===== config.mk =====
export PLATFORM = sky130hd
export DESIGN_NAME = uart_tx_fifo
export DESIGN_NICKNAME = d
export VERILOG_FILES = /design/src/rtl/uart_pkg.sv /design/src/rtl/tx_fifo_storage.sv /design/src/rtl/uart_tx_fifo.sv
export SDC_FILE = /design/constraint.sdc
export NUM_CORES = 1
export LEC_CHECK = 0
export CAP_MARGIN = 20
export CORE_AREA = 2 2 87 130
export CTS_CLUSTER_DIAMETER = 50
export CTS_CLUSTER_SIZE = 14
export DETAILED_ROUTE_END_ITERATION = 8
export DIE_AREA = 0 0 89 132
export PLACE_DENSITY_LB_ADDON = 0.08
export SYNTH_ARGS = -nofsm -noshare
export SYNTH_HDL_FRONTEND = slang
export SYNTH_SLANG_ARGS = --single-unit

===== constraint.sdc =====
create_clock -name i_clk -period 2.7 [get_ports i_clk]
set_input_delay 0.675 -clock i_clk [delete_from_list [all_inputs] [get_ports i_clk]]
set_output_delay 0.675 -clock i_clk [all_outputs]
set_load 0.02 [all_outputs]

===== src/rtl/uart_pkg.sv =====
// uart_pkg: shared types and constants for the UART transmit-side FIFO.
package uart_pkg;
   typedef enum logic [1:0] {S_IDLE, S_SEND, S_WAIT_BUSY} state_t;
   localparam int NB_DATA_DEF = 8;
   localparam int NB_DROP_CNT = 8;
endpackage


===== src/rtl/tx_fifo_storage.sv =====
// tx_fifo_storage: circular byte store with wrapping pointers and an occupancy count.
module tx_fifo_storage #(
   parameter int NB_DATA = 8,
   parameter int NB_ADDR = 4
) (
   input  logic               i_clk,
   input  logic               i_reset,
   input  logic               i_push,
   input  logic               i_pop,
   input  logic [NB_DATA-1:0] i_data,
   output logic [NB_DATA-1:0] o_head,
   output logic               o_full,
   output logic               o_empty,
   output logic [NB_ADDR:0]   o_count
);
   localparam int DEPTH = 2**NB_ADDR;
   logic [NB_DATA-1:0] mem_q [DEPTH];
   logic [NB_ADDR-1:0] wr_ptr_q, wr_ptr_d, rd_ptr_q, rd_ptr_d;
   logic [NB_ADDR:0]   count_q, count_d;
   always_comb begin
      wr_ptr_d = i_push ? wr_ptr_q + 1'b1 : wr_ptr_q;
      rd_ptr_d = i_pop ? rd_ptr_q + 1'b1 : rd_ptr_q;
      count_d  = count_q + (NB_ADDR+1)'(i_push) - (NB_ADDR+1)'(i_pop);
   end
   always_ff @(posedge i_clk or negedge i_reset) begin
      if (!i_reset) begin
         wr_ptr_q <= '0;
         rd_ptr_q <= '0;
         count_q  <= '0;
      end else begin
         wr_ptr_q <= wr_ptr_d;
         rd_ptr_q <= rd_ptr_d;
         count_q  <= count_d;
      end
   end
   // Contents need no reset: the pointers define what is valid.
   always_ff @(posedge i_clk) begin
      if (i_push) mem_q[wr_ptr_q] <= i_data;
   end
   assign o_head  = mem_q[rd_ptr_q];
   assign o_full  = count_q == (NB_ADDR+1)'(DEPTH);
   assign o_empty = count_q == '0;
   assign o_count = count_q;
endmodule


===== src/rtl/uart_tx_fifo.sv =====
// uart_tx_fifo: buffers ALU result bytes and hands them one at a time to the UART transmitter.
// Define UART_TX_FIFO_DROP_CNT_EN to add a saturating 8-bit dropped-write counter output.
module uart_tx_fifo
   import uart_pkg::*;
#(
   parameter int NB_DATA = NB_DATA_DEF,
   parameter int NB_ADDR = 4
) (
   input  logic                   i_clk,
   input  logic                   i_reset,
   input  logic [NB_DATA-1:0]     i_data,
   input  logic                   i_valid,
   input  logic                   i_tx_ready,
   output logic [NB_DATA-1:0]     o_data,
   output logic                   o_valid,
   output logic                   o_full,
   output logic                   o_empty,
   output logic [NB_ADDR:0]       o_count,
`ifdef UART_TX_FIFO_DROP_CNT_EN
   output logic                   o_overflow,
   output logic [NB_DROP_CNT-1:0] o_drop_count
`else
   output logic                   o_overflow
`endif
);
   state_t             state_q, state_d;
   logic [NB_DATA-1:0] data_q, data_d, head;
   logic               overflow_q, overflow_d, push, pop;
   tx_fifo_storage #(.NB_DATA(NB_DATA), .NB_ADDR(NB_ADDR)) u_storage (
      .i_clk   (i_clk),
      .i_reset (i_reset),
      .i_push  (push),
      .i_pop   (pop),
      .i_data  (i_data),
      .o_head  (head),
      .o_full  (o_full),
      .o_empty (o_empty),
      .o_count (o_count)
   );
   // Full is the registered flag, so a write colliding with a pop while full is still dropped.
   always_comb begin
      push       = i_valid && !o_full;
      overflow_d = i_valid && o_full;
      pop        = 1'b0;
      state_d    = state_q;
      data_d     = data_q;
      case (state_q)
         S_IDLE: if (!o_empty) begin
            pop     = 1'b1;
            data_d  = head;
            state_d = S_SEND;
         end
         S_SEND:      if (i_tx_ready) state_d = S_WAIT_BUSY;
         S_WAIT_BUSY: if (!i_tx_ready) state_d = S_IDLE;
         default:     state_d = S_IDLE;
      endcase
   end
   always_ff @(posedge i_clk or negedge i_reset) begin
      if (!i_reset) begin
         state_q    <= S_IDLE;
         data_q     <= '0;
         overflow_q <= 1'b0;
      end else begin
         state_q    <= state_d;
         data_q     <= data_d;
         overflow_q <= overflow_d;
      end
   end
   // Valid is decoded from the state register so reset clears it without a clock.
   assign o_valid    = state_q == S_SEND;
   assign o_data     = data_q;
   assign o_overflow = overflow_q;
`ifdef UART_TX_FIFO_DROP_CNT_EN
   logic [NB_DROP_CNT-1:0] drop_cnt_q, drop_cnt_d;
   always_comb drop_cnt_d = (overflow_d && drop_cnt_q != '1) ? drop_cnt_q + 1'b1 : drop_cnt_q;
   always_ff @(posedge i_clk or negedge i_reset) begin
      if (!i_reset) drop_cnt_q <= '0;
      else          drop_cnt_q <= drop_cnt_d;
   end
   assign o_drop_count = drop_cnt_q;
`endif
endmodule


==> impl_metrics.xml <==
<?xml version="1.0" encoding="UTF-8"?>
<metrics>
  <group name="synthesis">
    <metric name="ys_dominant_reg_cell" unit="">sky130_fd_sc_hd__edfxtp_1</metric>
    <metric name="yosysUniqueCellTypes" unit="">37</metric>
    <metric name="synth_area" unit="um2">6200</metric>
    <metric name="synthesis.yosys.warnings" unit="">0</metric>
    <metric name="synthesis.nets" unit="">337</metric>
    <metric name="ys_seq_elements" unit="">152</metric>
    <metric name="postSynthCellCount" unit="">313</metric>
    <metric name="synth_async_sr_flop_share" unit="%">15.8</metric>
    <metric name="number_of_enable_type_register_cells_in_the_synthesized_netlist" unit="">128</metric>
    <metric name="ys_seq_area_share" unit="%">71.7</metric>
    <metric name="synth.avg_cell_area" unit="um2">19.8</metric>
  </group>
  <group name="finish">
    <metric name="post-route-cell-area" unit="um2">7320</metric>
    <metric name="antenna_cells_inserted" unit="">0</metric>
    <metric name="final_layout_size_suffix_gt1_share" unit="%">17.6</metric>
    <metric name="area.growth.synth_to_final" unit="%">18.1</metric>
    <metric name="finish.net_count" unit="">392</metric>
    <metric name="fill_cells" unit="">720</metric>
    <metric name="final_cells" unit="">525</metric>
  </group>
  <group name="detailed_routing">
    <metric name="firstDrtPassIters" unit="">4</metric>
    <metric name="num_vias" unit="">3038</metric>
    <metric name="post-route-drc-count" unit="">0</metric>
    <metric name="detail-route-antenna-nets" unit="">0</metric>
    <metric name="avgRoutedWirePerCell" unit="um">21.6</metric>
    <metric name="postRouteWirelength" unit="mm">11.4</metric>
    <metric name="drt_first_iter_violations" unit="">225</metric>
    <metric name="vias_per_cell" unit="">5.79</metric>
  </group>
  <group name="pwr">
    <metric name="irDropWorstVdd" unit="uV">555</metric>
    <metric name="leakage_power" unit="nW">2.70</metric>
    <metric name="power.density" unit="nW/um2">1080</metric>
  </group>
  <group name="sta">
    <metric name="layout_setup_ws" unit="ns">0.206</metric>
    <metric name="final_total_negative_setup_slack" unit="ns">0</metric>
    <metric name="slew_headroom" unit="%">57.5</metric>
    <metric name="achievable-frequency" unit="GHz">0.401</metric>
    <metric name="timing_worst_slew_pin_value" unit="ns">0.636</metric>
    <metric name="finalSetupViolations" unit="">0</metric>
    <metric name="worst_hold_slack" unit="ns">0.473</metric>
    <metric name="fin_skew" unit="ns">0.00716</metric>
    <metric name="rsz_0062_raised_after_global_routing" unit="">true</metric>
    <metric name="layout_worst_path_cycle_share" unit="%">92.4</metric>
    <metric name="period_needed" unit="ns">2.49</metric>
    <metric name="final-hold-violation-count" unit="">0</metric>
    <metric name="timing.final.max_slew_violations" unit="">0</metric>
  </group>
  <group name="min_path">
    <metric name="timing.hold.worst.class" unit="">reg2reg</metric>
    <metric name="timing.hold.worst.start" unit="">o_data[6]$_DFFE_PN0P_</metric>
  </group>
  <group name="die">
    <metric name="io-pin-count" unit="">29</metric>
    <metric name="num_rows" unit="">46</metric>
    <metric name="start_util" unit="%">58.6</metric>
    <metric name="core_region_area" unit="um2">10600</metric>
    <metric name="die_h" unit="um">132</metric>
    <metric name="die_area" unit="um2">11700</metric>
    <metric name="floorplan.die.width" unit="um">89</metric>
  </group>
  <group name="clocking">
    <metric name="path_clk_slew" unit="ns">0.06</metric>
    <metric name="post_cts_buffers" unit="">0</metric>
    <metric name="cts-buffers-inserted" unit="">17</metric>
    <metric name="clock_sinks" unit="">152</metric>
    <metric name="cts-htree-levels" unit="">4</metric>
    <metric name="clock_tree_buffer_depth" unit="">2</metric>
    <metric name="clockRootBuffer" unit="">sky130_fd_sc_hd__clkbuf_16</metric>
    <metric name="cts_tree" unit="">done</metric>
    <metric name="worstSkewPairLatency" unit="ns">0.41</metric>
  </group>
  <group name="setup_path">
    <metric name="critical_path.startpoint" unit="">u_storage.o_count[3]$_DFF_PN0_</metric>
    <metric name="critPathCaptureType" unit="">flip-flop</metric>
    <metric name="critPathRequiredTime" unit="ns">3.03</metric>
    <metric name="regToRegStartpoint" unit="">u_storage.o_count[3]$_DFF_PN0_</metric>
    <metric name="critical_path.max_fanout" unit="">4</metric>
    <metric name="worst-endpoint-arrival" unit="ns">2.83</metric>
    <metric name="timing_worst_setup_path_type" unit="">reg2reg</metric>
    <metric name="critPathLaunchType" unit="">flip-flop</metric>
  </group>
  <group name="global_routing">
    <metric name="grt_start_max_net_pins" unit="">35</metric>
    <metric name="first_global_vias" unit="">3144</metric>
    <metric name="grt_first_pass_wirelength" unit="mm">17.4</metric>
    <metric name="grt_use_total" unit="%">21.0</metric>
    <metric name="antenna_found_initial" unit="">0</metric>
    <metric name="globalRoute.totalOverflow" unit="">0</metric>
  </group>
  <group name="placement">
    <metric name="detailed_place.area" unit="um2">6740</metric>
    <metric name="dp.final_hpwl" unit="mm">7.46</metric>
    <metric name="placement.setup.worst_slack" unit="ns">0.0903</metric>
    <metric name="finalWeightedCongestion" unit="">0.776</metric>
    <metric name="numPortBuffers" unit="">28</metric>
    <metric name="count_of_placed_standard_cells_including_taps" unit="">493</metric>
  </group>
  <group name="status">
    <metric name="status" unit="">completed</metric>
  </group>
  <group name="run">
    <metric name="max_cap_viol_count" unit="">0</metric>
  </group>
</metrics>
sequential cells by signal (all words and copies together), names as in the netlist:
register and count:
u_storage.wr_ptr_q 4, u_storage.rd_ptr_q 4, state_q 2, u_storage.o_count 5, u_storage.mem_q 128, o_data 8
o_overflow 1
synth_stat cells (3+ instances only):
| master | count | area share, % |
|---|---|---|
| sky130_fd_sc_hd__nor2_1 | 6 | 0.36 |
| sky130_fd_sc_hd__and2_1 | 9 | 0.91 |
| sky130_fd_sc_hd__mux4_1 | 26 | 11 |
| sky130_fd_sc_hd__buf_2 | 4 | 0.32 |
| sky130_fd_sc_hd__a21oi_1 | 3 | 0.24 |
| sky130_fd_sc_hd__nand2b_1 | 3 | 0.30 |
| sky130_fd_sc_hd__nand2_1 | 7 | 0.42 |
| sky130_fd_sc_hd__buf_6 | 3 | 0.54 |
| sky130_fd_sc_hd__xnor2_1 | 8 | 1.1 |
| sky130_fd_sc_hd__o22ai_1 | 7 | 0.71 |
| sky130_fd_sc_hd__nor3_1 | 4 | 0.32 |
| sky130_fd_sc_hd__mux2i_1 | 8 | 1.3 |
| sky130_fd_sc_hd__inv_1 | 14 | 0.85 |
| sky130_fd_sc_hd__mux4_2 | 6 | 2.2 |
| sky130_fd_sc_hd__ha_1 | 11 | 2.2 |
| sky130_fd_sc_hd__dfrtp_1 | 24 | 9.7 |
| sky130_fd_sc_hd__buf_4 | 4 | 0.48 |
| sky130_fd_sc_hd__edfxtp_1 | 128 | 62 |
| sky130_fd_sc_hd__a21o_1 | 8 | 0.97 |
| sky130_fd_sc_hd__a211oi_1 | 7 | 0.85 |
power by group:
| part | internal, W | switching (W) | leakage, nW |
|---|---|---|---|
| Clock | 0.00129 | 0.000911 | 0.271 |
| Combinational | 0.00123 | 0.00130 | 0.981 |
| Sequential | 0.00293 | 0.000240 | 1.44 |
| Total | 0.00546 | 0.00245 | 2.70 |
worst max-delay path, cell delays in order (launching register included):
cell and delay, ns:
sky130_fd_sc_hd__dfrtp_1 0.40, sky130_fd_sc_hd__inv_1 0.09, sky130_fd_sc_hd__ha_2 0.18, sky130_fd_sc_hd__nor4b_4 0.21
sky130_fd_sc_hd__or3_4 0.17, sky130_fd_sc_hd__inv_2 0.05, sky130_fd_sc_hd__ha_1 0.27, sky130_fd_sc_hd__inv_1 0.04
sky130_fd_sc_hd__ha_1 0.22, sky130_fd_sc_hd__fa_2 0.37, sky130_fd_sc_hd__a21oi_1 0.16, sky130_fd_sc_hd__nor2_1 0.05
sky130_fd_sc_hd__nor2_1 0.11, sky130_fd_sc_hd__xnor2_1 0.12
final cells by class:
type / instances / area (um2) / share of cell area (%)
Sequential cell: 152 / 4440 / 60.7
Multi-Input combinational cell: 132 / 1600 / 21.8
Timing Repair Buffer: 51 / 483 / 6.60
Clock buffer: 18 / 439 / 6.00
Tap cell: 144 / 180 / 2.46
Clock inverter: 14 / 124 / 1.69
Inverter: 14 / 52.6 / 0.718
metrics by stage:
step	util (%)	power (W)
after floorplan	-	0.00499
after global placement	63.7	0.00569
after detailed placement	63.7	0.00576
after CTS	69.0	0.00797
after global routing	69.1	0.00831
final	69.1	0.00791
repair_timing:
| action | CTS | global route |
|---|---|---|
| hold buffers | 0 | 0 |
| gates resized for setup | 0 | 6 |
| endpoints found under the setup margin | 0 | 3 |
kinds of logic (layout without fill, tap and decap cells):
kind of cell,after synthesis,after routing,synth area share [%]
DFF,152,152,71.7
xor gates and xnor gates,10,10,1.41
muxes,40,40,14.5
AOI/OAI and AO/OA,30,30,3.33
and+or+nand+nor,40,40,3.61
buffers and inverters,29,97,2.97
adders and majority gates,12,12,2.54
layer usage:
layer	wire length [um]	up-vias	global-route usage [%]
met5	0	-	0
met4	252	0	7.71
met3	351	16	4.38
met2	6030	76	34.9
met1	4730	1575	27.2
li1	-	1371	-
final timing paths:
path	endpoint	slack (ns)	cells past startpoint
setup / recovery	u_storage.o_count[4]$_DFF_PN0_	0.21	13
hold / removal	o_data[6]$_DFFE_PN0P_	0.47	1
setup reg to reg	u_storage.o_count[4]$_DFF_PN0_	0.21	13
hold reg to reg	o_data[6]$_DFFE_PN0P_	0.47	1
max in group asynchronous	o_data[7]$_DFFE_PN0P_	1.82	2
min in group asynchronous	u_storage.o_count[0]$_DFF_PN0_	0.64	2
cell usage in the layout (no fill, tap or decap), types with 8 or more instances in the layout:
cell type / instances
sky130_fd_sc_hd__mux4_1: 26
sky130_fd_sc_hd__edfxtp_1: 128
sky130_fd_sc_hd__inv_1: 13
sky130_fd_sc_hd__clkdlybuf4s50_1: 26
sky130_fd_sc_hd__mux2i_1: 8
sky130_fd_sc_hd__and2_1: 9
sky130_fd_sc_hd__ha_1: 10
sky130_fd_sc_hd__buf_4: 21
sky130_fd_sc_hd__clkbuf_16: 17
sky130_fd_sc_hd__xnor2_1: 8
sky130_fd_sc_hd__a21o_1: 8
sky130_fd_sc_hd__dfrtp_1: 24
Note: power is estimated with default switching activity, not from simulation.
